--- config.mk ---
export PLATFORM = sky130hd
export DESIGN_NAME = mux_arbitrado
export DESIGN_NICKNAME = d
export VERILOG_FILES = /design/src/rtl/mux_arbitrado.sv
export SDC_FILE = /design/constraint.sdc
export NUM_CORES = 1
export LEC_CHECK = 0
export BUFFER_PORTS_ARGS = -buffer_cell sky130_fd_sc_hd__buf_2
export CAP_MARGIN = 0
export CORE_MARGIN = 2
export CORE_UTILIZATION = 44
export CTS_CLUSTER_DIAMETER = 50
export DETAILED_ROUTE_END_ITERATION = 6
export GPL_ROUTABILITY_DRIVEN = 0
export PLACE_DENSITY = 0.82
export SLEW_MARGIN = 20
export SYNTH_ARGS = -nofsm -noshare
export SYNTH_HDL_FRONTEND = slang
export SYNTH_SLANG_ARGS = --single-unit
--- constraint.sdc ---
create_clock -name clock -period 7.6 [get_ports clock]
set_input_delay 1.52 -clock clock [delete_from_list [all_inputs] [get_ports clock]]
set_output_delay 1.52 -clock clock [all_outputs]
set_load 0.1 [all_outputs]
--- src/rtl/mux_arbitrado.sv ---
// mux_arbitrado: registered N-channel multiplexer with a valid/pronta handshake
// on every input and on the output. One channel is granted per cycle, either by
// fixed index (selecao) or by round-robin among the requesting channels. The
// chosen word lands in a one-entry output register that drains and refills on
// the same edge, so there are no bubbles while the consumer keeps up.
//
// Optional feature: define MUX_ARBITRADO_CONTADOR_EN to compile in the 32-bit
// output-transfer counter and its port `contagem`.
//
// Ports:
//   clock           rising-edge clock
//   reset           synchronous, active-high
//   modo            0 = fixed selection, 1 = round-robin
//   selecao         channel index for fixed mode
//   entrada_valida  per-channel valid
//   entrada_dados   channel i at [i*LARGURA +: LARGURA]
//   entrada_pronta  per-channel ready, one-hot or zero
//   saida_valida    output register holds a word
//   saida_pronta    consumer accepts the word
//   saida_dados     registered output word
//   saida_canal     source channel of saida_dados
//   contagem        output transfer count (only with the macro)

module mux_arbitrado #(
   parameter int LARGURA = 32,
   parameter int CANAIS  = 4,
   parameter int SEL_W   = $clog2(CANAIS)
) (
   input  logic                       clock,
   input  logic                       reset,
   input  logic                       modo,
   input  logic [SEL_W-1:0]           selecao,
   input  logic [CANAIS-1:0]          entrada_valida,
   input  logic [CANAIS*LARGURA-1:0]  entrada_dados,
   output logic [CANAIS-1:0]          entrada_pronta,
   output logic                       saida_valida,
   input  logic                       saida_pronta,
   output logic [LARGURA-1:0]         saida_dados,
`ifdef MUX_ARBITRADO_CONTADOR_EN
   output logic [SEL_W-1:0]           saida_canal,
   output logic [31:0]                contagem
`else
   output logic [SEL_W-1:0]           saida_canal
`endif
);

   localparam logic [SEL_W:0]   CANAIS_L = (SEL_W+1)'(CANAIS);
   localparam logic [SEL_W-1:0] ULTIMO   = SEL_W'(CANAIS-1);

   logic [SEL_W-1:0]   ponteiro;
   logic [SEL_W-1:0]   concedido;
   logic               tem_concessao;
   logic               livre;
   logic               valida_g;
   logic [LARGURA-1:0] dados_g;
   logic               transf_entrada;
   logic               transf_saida;
   logic [SEL_W-1:0]   prox_ponteiro;

   assign livre        = !saida_valida || saida_pronta;
   assign transf_saida = saida_valida && saida_pronta;

   // Grant selection. Round-robin picks the valid channel closest to ponteiro
   // going upward with wrap; distance is computed per channel so the search
   // unrolls into plain compare logic.
   always_comb begin
      int p;
      int d;
      int melhor;
      concedido     = '0;
      tem_concessao = 1'b0;
      p             = 32'(ponteiro);
      d             = 0;
      melhor        = CANAIS;
      if (!modo) begin
         if ({1'b0, selecao} < CANAIS_L) begin
            concedido     = selecao;
            tem_concessao = 1'b1;
         end
      end else begin
         for (int i = 0; i < CANAIS; i++) begin
            d = (i >= p) ? (i - p) : (i + CANAIS - p);
            if (entrada_valida[i] && (d < melhor)) begin
               melhor        = d;
               concedido     = SEL_W'(i);
               tem_concessao = 1'b1;
            end
         end
      end
   end

   // Ready is held low during reset so nothing appears accepted on a
   // discarded cycle.
   always_comb begin
      entrada_pronta = '0;
      valida_g       = 1'b0;
      dados_g        = '0;
      for (int i = 0; i < CANAIS; i++) begin
         if (tem_concessao && (concedido == SEL_W'(i))) begin
            entrada_pronta[i] = livre && !reset;
            valida_g          = entrada_valida[i];
            dados_g           = entrada_dados[i*LARGURA +: LARGURA];
         end
      end
   end

   assign transf_entrada = tem_concessao && valida_g && livre;
   assign prox_ponteiro  = (concedido == ULTIMO) ? '0 : concedido + 1'b1;

   always_ff @(posedge clock) begin
      if (reset) begin
         saida_valida <= 1'b0;
         saida_dados  <= '0;
         saida_canal  <= '0;
         ponteiro     <= '0;
      end else begin
         if (transf_entrada) begin
            saida_dados  <= dados_g;
            saida_canal  <= concedido;
            saida_valida <= 1'b1;
            if (modo) begin
               ponteiro <= prox_ponteiro;
            end
         end else if (transf_saida) begin
            saida_valida <= 1'b0;
         end
      end
   end

`ifdef MUX_ARBITRADO_CONTADOR_EN
   always_ff @(posedge clock) begin
      if (reset) begin
         contagem <= '0;
      end else if (transf_saida) begin
         contagem <= contagem + 32'd1;
      end
   end
`endif

endmodule

==> metrics, run 1 <==
pre-CTS setup slack 0.1745 ns; status finished clean; type of destination of the critical path output pin; PwrDens 330.4 nW/µm²; GRT Util Overall 24.25%; YS warnings 0; Clock Skew 0.004138 ns; layout cell share with drive strength beyond 1 43.70%; startpoint type of the worst setup path input port; Die W 84.04 µm; final period utilization 96.91%; Hold Vio Cnt, Final 0; Critical Path Most Common Cell ha_1; max-cap viol count 0; worst-margin pin slew 0.9643 ns; drt pass-1 iters 4; overall power 1.276 mW; n_diodes 0; I/O pin cnt 177; Root Buffer clkbuf_8; fin crit period 7.366 ns; post-synth net total 500; met1 Resource Use GR 28.31%; syn avg cell area 8.077 µm²; register area 740.7 µm²; Yosys reg bits 37; core area 6277 µm²; number of clock sinks 37; Worst-path clk slew 0.07 ns; port bufs 176; RSZ-0062 raised after global routing false; Worst Path Required 6.08 ns; Final Setup Violations 0; Final TNS setup 0 ns; Mapped Area 2819 µm²; Seq/Total Area, Yosys 26.28%; fmax 135.8 MHz; estimated wirelength of the detail-placed design 6.635 mm; cell family with most CP delay compound AO/OA/AOI/OAI gates; max incr delay on CP 0.33 ns; row count 29; largest net degree at the start of global routing 67; critical-path cell list buf_2, ha_1, o2bb2ai_2, a32oi_2, nor2_1, a31oi_1, ha_1, nor4b_2, nand4_1, a31o_2, nand2_1, o21ai_0, ha_1, a21boi_1, a311o_1, o221ai_1, mux2i_1, and2_1, or2_2, ha_1, and3_1, buf_4; VDD IR max 236.9 µV; CTS buffer count 5; first-pass GRT wire length 14.21 mm; H-tree depth 2; met2 usage 43.87%; DP Cell Count 578; post-CTS setup buffer count 0; post-CTS sizing 0; min setup slack post-route 0.2345 ns; GR Util met3 6.924%; Routed WL per cell 14.96 µm; Rel. slew slack 35.71%; busiest grt layer met2; initial antenna violation count 0; DRC 0; WL final 8.749 mm; combinational power share 67.9%; die area 7063 µm²; Seq pwr share 21.3%; Avg Vias per Cell 5.547; GRT overflow 0; number of global-route vias before repair 3135; Clk pwr share 10.8%; Leak 1.751 nW; Nets 659; FILL cells 586; most frequent cells in the layout 172 x buf_2, 39 x nor2_1, 37 x a21oi_1, 37 x dfxtp_1, 33 x nor2b_1; Bufs on Longest Clock Path 2; Post-Synthesis Cells 349; Post-CTS Hold Fix Bufs 0; clock latency on the worst-skew pair 0.28 ns; Slowest-stage cell, CP a311o_1; via count 3245; initial drt markers 124; CP max FO 10; Crit Path Class input port to output pin; critical path arrival 5.85 ns; hold crit path type flop to flop; area of the multi-input gates 1884 µm²; ANT nets after route 0; Sw Share 57.07%; area delta synth->final 37.02%; Core Util, Final 61.53%; crit path buf inv count 2; post-route insts no fill 585; CTS tree built; Netlist cell types 43; Psw 0.7283 mW; die height 84.04 µm; starting density of the core 44.91%; Power Internal 0.5478 mW; most common cell after layout, fill and taps aside buf_2; Max Slew Vio Count 0
metal layers:
metal / share of wire, % / vias to the layer above / wire [µm]
met4: 1.2 / 0 / 103
met2: 50 / 148 / 4349
met3: 9.8 / 14 / 859
li1: - / 1622 / -
met5: 0 / - / 0
met1: 39 / 1461 / 3437
tightest hold or removal path: stages (launching register included):
cell and delay, ns:
dfxtp_1 0.31, nor2_1 0.09, a211oi_1 0.05
final cells by class:
type | instances | area share (%)
inverter | 9 | 0.8746
sequential | 37 | 19.18
timing repair buffer | 185 | 26.43
multi-input combinational | 270 | 48.79
tap | 77 | 2.494
clock buffer | 7 | 2.235
through the flow:
| stage | area, µm² | hold slack, ns |
|---|---|---|
| global route | 3862 | 0.5187 |
| detailed placement | 3760 | 0.4865 |
| global placement | 3760 | 0.4838 |
| finish | 3862 | 0.4964 |
| floorplan | 2820 | 0.5386 |
| CTS | 3846 | 0.4975 |
final timing paths:
kind,slack (ns),endpoint,from,depth (start not counted)
setup / recovery,0.23,entrada_pronta[0],entrada_valida[0],22
hold / removal,0.50,saida_dados[26],saida_dados[26],2
setup reg to reg,0.79,saida_dados[22],ponteiro[1],29
hold reg to reg,0.50,saida_dados[26],saida_dados[26],2
kinds of logic after synthesis:
kind of cell	Yosys count	share of synthesized area, %
AO/OA/AOI/OAI	120	34.22
multiplexers	2	0.7102
AND/OR/NAND/NOR	135	25.34
buffers and inverters	42	7.678
adder cells (fa/ha/maj)	13	5.770
flip-flops	37	26.28
sequential cells by signal, summed over array words and instances (netlist names):
signal,cells
saida_dados,32
saida_canal,2
saida_valida,1
ponteiro,2
power groups by stage:
| stage | Combinational (mW) | Clock, mW | Sequential, mW |
|---|---|---|---|
| after floorplan | 0.359 | 0 | 0.632 |
| after global placement | 0.851 | 0 | 0.272 |
| after detailed placement | 0.866 | 0 | 0.275 |
| after CTS | 0.867 | 0.142 | 0.271 |
| after global routing | 0.927 | 0.151 | 0.278 |
| final | 0.867 | 0.138 | 0.272 |
cells in the mapped netlist (all sizes together):
| master | count | area [µm²] |
|---|---|---|
| nor2 | 39 | 146.4 |
| a21oi | 37 | 185.2 |
| dfxtp | 37 | 740.7 |
| nor2b | 35 | 226.5 |
| a211oi | 32 | 330.3 |
| a221oi | 32 | 280.3 |
| nor3 | 32 | 160.2 |
| clkbuf | 25 | 93.84 |
| ha | 13 | 162.7 |
| inv | 9 | 33.78 |
| buf | 8 | 88.83 |
| and2 | 6 | 37.54 |
| nand2 | 6 | 22.52 |
| and3 | 4 | 25.02 |
| a21o | 3 | 22.52 |
| a31oi | 3 | 33.78 |
| nand3 | 3 | 15.01 |
| mux2i | 2 | 20.02 |
| nand2b | 2 | 12.51 |
| nand4b | 2 | 17.52 |
| o21ai | 2 | 10.01 |
| o31ai | 2 | 15.01 |
| a2111oi | 1 | 8.760 |
| a21boi | 1 | 7.510 |
| a221o | 1 | 10.01 |
| a311o | 1 | 10.01 |
| a31o | 1 | 8.760 |
| a32oi | 1 | 8.760 |
| nand3b | 1 | 7.510 |
| nand4 | 1 | 6.260 |
| nor3b | 1 | 7.510 |
| nor4b | 1 | 15.01 |
| o221ai | 1 | 8.760 |
| o2bb2ai | 1 | 8.760 |
| o41ai | 1 | 16.27 |
| or2 | 1 | 6.260 |
| or3b | 1 | 8.760 |
Note: power is estimated with default switching activity, not from simulation.
==> inputs of run 2 (changes only) <==
--- a/config.mk
+++ b/config.mk
@@ -12,7 +12,7 @@
 export CTS_CLUSTER_DIAMETER = 50
 export DETAILED_ROUTE_END_ITERATION = 6
 export GPL_ROUTABILITY_DRIVEN = 0
-export PLACE_DENSITY = 0.82
+export PLACE_DENSITY = 0.93
 export SLEW_MARGIN = 20
 export SYNTH_ARGS = -nofsm -noshare
 export SYNTH_HDL_FRONTEND = slang
==> run 2 against run 1 <==
Net effect:
- sequential share of layout area up 0.081 points
- clock power is essentially flat
- first-iteration DRC count is 15% higher
- clock-buffer cell count unchanged
- clock skew up 0.0026 ns
- power rose by 0.51%
- wire length increased by 4.8%
- worst setup slack improved by 0.027 ns
- maximum frequency rose by 0.36%
- critical path type unchanged
- critical endpoint unchanged
- largest power group unchanged
==> metrics, run 2 (synthesis results as in run 1) <==
layout cell share with drive strength beyond 1 43.68% (about the same); top flop regs saida_dados: 32 flops, ponteiro: 2 flops, saida_canal: 2 flops; Psw 0.7407 mW (+1.7%); DRC 0 (unchanged); Post-CTS Hold Fix Bufs 0 (unchanged); Die W 84.04 µm (unchanged); first-pass GRT wire length 14.95 mm (+5.1%); drt pass-1 iters 4 (unchanged); post-route insts no fill 583 (-0.34%); Root Buffer clkbuf_8; type of destination of the critical path output pin; Hold WS 0.4990 ns (+0.002540 ns); initial antenna violation count 0 (unchanged); min setup slack post-route 0.2613 ns (+0.02677 ns); largest net degree at the start of global routing 67 (unchanged); area delta synth->final 36.44%; Hold Vio Cnt, Final 0 (unchanged); Bufs on Longest Clock Path 2 (unchanged); max-cap viol count 0 (unchanged); Nets 657 (-0.30%); FILL cells 558 (-4.8%); Seq pwr share 21.3% (about the same); clock latency on the worst-skew pair 0.28 ns (about the same); GRT overflow 0 (unchanged); overall power 1.283 mW (+0.51%); port bufs 176 (unchanged); max reg flops 32 (unchanged); DP Cell Count 576 (-0.35%); I/O pin cnt 177 (unchanged); Clk pwr share 11.0% (+0.2 points); Avg Vias per Cell 5.823 (+5.0%); CP max FO 10 (unchanged); PwrDens 333.5 nW/µm² (+0.93%); Routed WL per cell 15.73 µm (+5.2%); number of global-route vias before repair 3390 (+8.1%); n_diodes 0 (unchanged); Max Slew Vio Count 0 (unchanged); Clock Skew 0.006736 ns (+0.002598 ns); GRT Util Overall 25.25% (+1.0 points); fin crit period 7.339 ns (-0.02677 ns); Final Setup Violations 0 (unchanged); status finished clean; Crit Path Class input port to output pin; startpoint type of the worst setup path input port; estimated wirelength of the detail-placed design 6.748 mm (+1.7%); die area 7063 µm² (unchanged); final period utilization 96.56% (-0.35 points); initial drt markers 142 (+15%); VDD IR max 247.9 µV (+4.6%); hold crit path type flop to flop; CTS buffer count 5 (unchanged); critical path arrival 5.82 ns (-0.03 ns); H-tree depth 2 (unchanged); Worst-path clk slew 0.07 ns (about the same); combinational power share 67.7% (-0.2 points); number of clock sinks 37 (unchanged); fmax 136.3 MHz (+0.36%); CTS tree built; Worst Path Required 6.08 ns (about the same); die height 84.04 µm (unchanged); starting density of the core 44.91% (unchanged); via count 3395 (+4.6%); Rel. slew slack 37.09% (+1.4 points); post-CTS sizing 0 (unchanged); most frequent cells in the layout 172 x buf_2, 39 x nor2_1, 37 x a21oi_1, 37 x dfxtp_1, 33 x nor2b_1; Sw Share 57.75% (+0.67 points); Core Util, Final 61.27% (-0.26 points); post-CTS setup buffer count 0 (unchanged); ANT nets after route 0 (unchanged); core area 6277 µm² (unchanged); pre-CTS setup slack 0.1643 ns (-0.01021 ns); WL final 9.173 mm (+4.8%); worst-margin pin slew 0.9436 ns (-0.02065 ns); Power Internal 0.5419 mW (-1.1%); most common cell after layout, fill and taps aside buf_2; row count 29 (unchanged); Leak 1.738 nW (-0.77%); largest reg by FF count saida_dados
## run 2: changes by cell type in the layout (fill, tap and decap cells not counted)
cell | before | now
ha_1 | 11 | 10
a31o_4 | 0 | 1
ha_2 | 2 | 3
buf_4 | 8 | 7
buf_12 | 5 | 4
a31o_2 | 1 | 0
## run 2: path summary, 6_finish.rpt
path,start,endpoint,slack (ns),depth (start not counted)
max,entrada_valida[0],entrada_pronta[0],0.26,22
min,saida_dados[20],saida_dados[20],0.50,2
max reg2reg,ponteiro[1],saida_dados[23],0.80,28
min reg2reg,saida_dados[20],saida_dados[20],0.50,2
## run 2: worst max-delay path, stage by stage
cell and delay, ns:
buf_2 0.16, ha_1 0.26, o2bb2ai_2 0.20, a32oi_2 0.10
nor2_1 0.12, a31oi_1 0.07, ha_1 0.21, nor4b_2 0.27
nand4_1 0.18, a31o_4 0.30, nand2_1 0.07, o21ai_0 0.09
ha_1 0.31, a21boi_1 0.14, a311o_1 0.34, o221ai_1 0.17
mux2i_1 0.12, and2_1 0.22, or2_2 0.32, ha_1 0.24
and3_1 0.16, buf_4 0.23
## run 2: cell type report
class	count	area (µm²)	share of cell area, %
clock buffers	7	86.33	2.245
inverters	9	33.78	0.8783
multi-input cells	270	1896	49.28
flip-flops and latches	37	740.7	19.26
well taps	77	96.34	2.505
repair buffers	183	993.5	25.83
## run 2: through the flow
stage | cell area, µm² | setup TNS, ns
5_1_grt | 3846 | -0.03670
3_5_place_dp | 3732 | 0
6_report | 3846 | 0
2_1_floorplan | 2820 | 0
3_3_place_gp | 3732 | 0
4_1_cts | 3819 | 0
## run 2: metal layers
metal,GRT usage [%],wire length (µm)
met1,27.49,3500
met2,46.61,4726
met3,6.726,708
met4,8.798,238
met5,0,0
## run 2: power by group through the flow
stage / clock [mW] / combinational, mW / sequential, mW
floorplan: 0 / 0.359 / 0.632
detailed placement: 0 / 0.863 / 0.277
CTS: 0.145 / 0.864 / 0.273
finish: 0.141 / 0.868 / 0.274
global placement: 0 / 0.839 / 0.273
global route: 0.154 / 0.923 / 0.279
==> inputs of run 3 (changes only) <==
--- a/config.mk
+++ b/config.mk
@@ -12,7 +12,7 @@
 export CTS_CLUSTER_DIAMETER = 50
 export DETAILED_ROUTE_END_ITERATION = 6
 export GPL_ROUTABILITY_DRIVEN = 0
-export PLACE_DENSITY = 0.93
+export PLACE_DENSITY_LB_ADDON = 0.12
 export SLEW_MARGIN = 20
 export SYNTH_ARGS = -nofsm -noshare
 export SYNTH_HDL_FRONTEND = slang
==> run 3 against run 2 <==
Net effect:
- non-clock buffer count is 3 higher
- via count decreased by 6.1%
- clock skew decreased by 0.0015 ns
==> metrics, run 3 (synthesis results as in run 1) <==
PwrDens 330.3 nW/µm² (-0.95%); DP Cell Count 579 (+0.52%); post-route insts no fill 586 (+0.51%); Nets 660 (+0.46%); largest reg by FF count saida_dados; max reg flops 32 (unchanged); register area 740.7 µm² (unchanged); reg2reg start ponteiro[1]; FILL cells 605 (+8.4%); Leak 1.763 nW (+1.4%); max-cap viol count 0 (unchanged); GRT overflow 0 (unchanged); via count 3189 (-6.1%); number of clock sinks 37 (unchanged); final period utilization 96.32% (-0.24 points); Clock Skew 0.005233 ns (-0.001503 ns); initial drt markers 124 (-13%); Core Util, Final 62.05% (+0.78 points); overall power 1.287 mW (+0.31%); path depth of the worst reg2reg path 28 (unchanged); Finished Cell Area 3895 µm² (+1.3%); row count 29 (unchanged); WL final 8.488 mm (-7.5%); CTS buffer count 5 (unchanged); clock latency on the worst-skew pair 0.28 ns (about the same); Final Setup Violations 0 (unchanged); Max Slew Vio Count 0 (unchanged); DRC 0 (unchanged); area of the multi-input gates 1884 µm² (-0.59%); area delta synth->final 38.17%; hold crit path type flop to flop; Die W 84.04 µm (unchanged); Bufs on Longest Clock Path 2 (unchanged); top flop regs saida_dados: 32 flops, ponteiro: 2 flops, saida_canal: 2 flops; die area 7063 µm² (unchanged); Hold Vio Cnt, Final 0 (unchanged); initial antenna violation count 0 (unchanged); post-CTS setup buffer count 0 (unchanged); I/O pin cnt 177 (unchanged); min setup slack post-route 0.2793 ns (+0.01807 ns); Routed WL per cell 14.48 µm (-7.9%); most common cell after layout, fill and taps aside buf_2; startpoint type of the worst setup path input port; starting density of the core 44.91% (unchanged); Crit Path Class input port to output pin; R2R Setup Slk 0.98 ns (+0.18 ns); Rel. slew slack 37.84% (+0.75 points); type of destination of the critical path output pin; critical path arrival 5.80 ns (-0.02 ns); Worst-path clk slew 0.06 ns (about the same); Min-Delay Startpoint saida_dados[20]; Root Buffer clkbuf_8; H-tree depth 2 (unchanged); RSZ-0062 raised after global routing false; n_diodes 0 (unchanged); first-pass GRT wire length 14.09 mm (-5.7%); core area 6277 µm² (unchanged); post-CTS sizing 0 (unchanged); Hold WS 0.4937 ns (-0.005310 ns); fmax 136.6 MHz (+0.25%); VDD IR max 189.4 µV (-24%); die height 84.04 µm (unchanged); number of global-route vias before repair 3061 (-9.7%); Post-Place Cell Area 3792 µm² (+1.6%); CTS tree built; worst-margin pin slew 0.9324 ns (-0.01119 ns); hold endpoint saida_dados[20]; most frequent cells in the layout 172 x buf_2, 39 x nor2_1, 37 x a21oi_1, 37 x dfxtp_1, 33 x nor2b_1; Worst Path Required 6.08 ns (about the same); GRT Util Overall 23.80% (-1.5 points); fin crit period 7.321 ns (-0.01807 ns); Post-CTS Hold Fix Bufs 0 (unchanged); Final TNS setup 0 ns (unchanged); largest net degree at the start of global routing 67 (unchanged); pre-CTS setup slack 0.2575 ns (+0.09321 ns); status finished clean; estimated wirelength of the detail-placed design 6.458 mm (-4.3%); layout cell share with drive strength beyond 1 43.81% (+0.14 points); port bufs 176 (unchanged); hold depth 2 (unchanged); drt pass-1 iters 4 (unchanged); reg-to-reg critical path endpoint saida_dados[28]; CP max FO 10 (unchanged); Avg Vias per Cell 5.442 (-6.5%); ANT nets after route 0 (unchanged)
[run 3: where the power goes]
| group | total [mW] | internal [mW] | switching (mW) | leakage [nW] |
|---|---|---|---|---|
| Sequential | 0.272 | 0.246 | 0.0260 | 0.305 |
| Clock | 0.134 | 0.0719 | 0.0619 | 0.0443 |
| Combinational | 0.881 | 0.239 | 0.642 | 1.41 |
[run 3: layout make-up]
type	instances	area share [%]
multi-input combinational	270	48.38
tap	77	2.473
timing repair buffer	186	27.05
clock buffer	7	2.217
inverter	9	0.8673
sequential	37	19.02
[run 3: worst max-delay path, stage by stage]
cell and delay [ns]:
buf_2 0.18, ha_1 0.27, nor2b_4 0.08, a32oi_2 0.25, a31oi_1 0.15, ha_1 0.21, nor4b_2 0.29, nand4_1 0.13
a31o_2 0.31, o21ai_0 0.18, ha_1 0.28, a21boi_1 0.14, a311o_1 0.34, o221ai_1 0.18, mux2i_1 0.11, and2_1 0.20
or2_2 0.32, ha_1 0.24, and3_1 0.15, clkbuf_4 0.27
[run 3: metal layers]
metal,wire (µm),vias up,global-route usage [%]
met2,4028,129,40.55
met3,603,10,5.143
met4,109,0,5.425
li1,-,1623,-
met1,3746,1427,30.69
met5,0,-,0
[run 3: worst max-delay path by stage]
stage | slack (ns) | depth (start not counted) | end | from
after floorplan | 0.06 | 20 | entrada_pronta[2] | entrada_valida[0]
after global placement | 0.38 | 22 | entrada_pronta[0] | entrada_valida[0]
after detailed placement | 0.26 | 21 | entrada_pronta[0] | entrada_valida[0]
after CTS | 0.26 | 21 | entrada_pronta[0] | entrada_valida[0]
after global routing | 0.02 | 21 | entrada_pronta[0] | entrada_valida[0]
final | 0.28 | 20 | entrada_pronta[0] | entrada_valida[0]
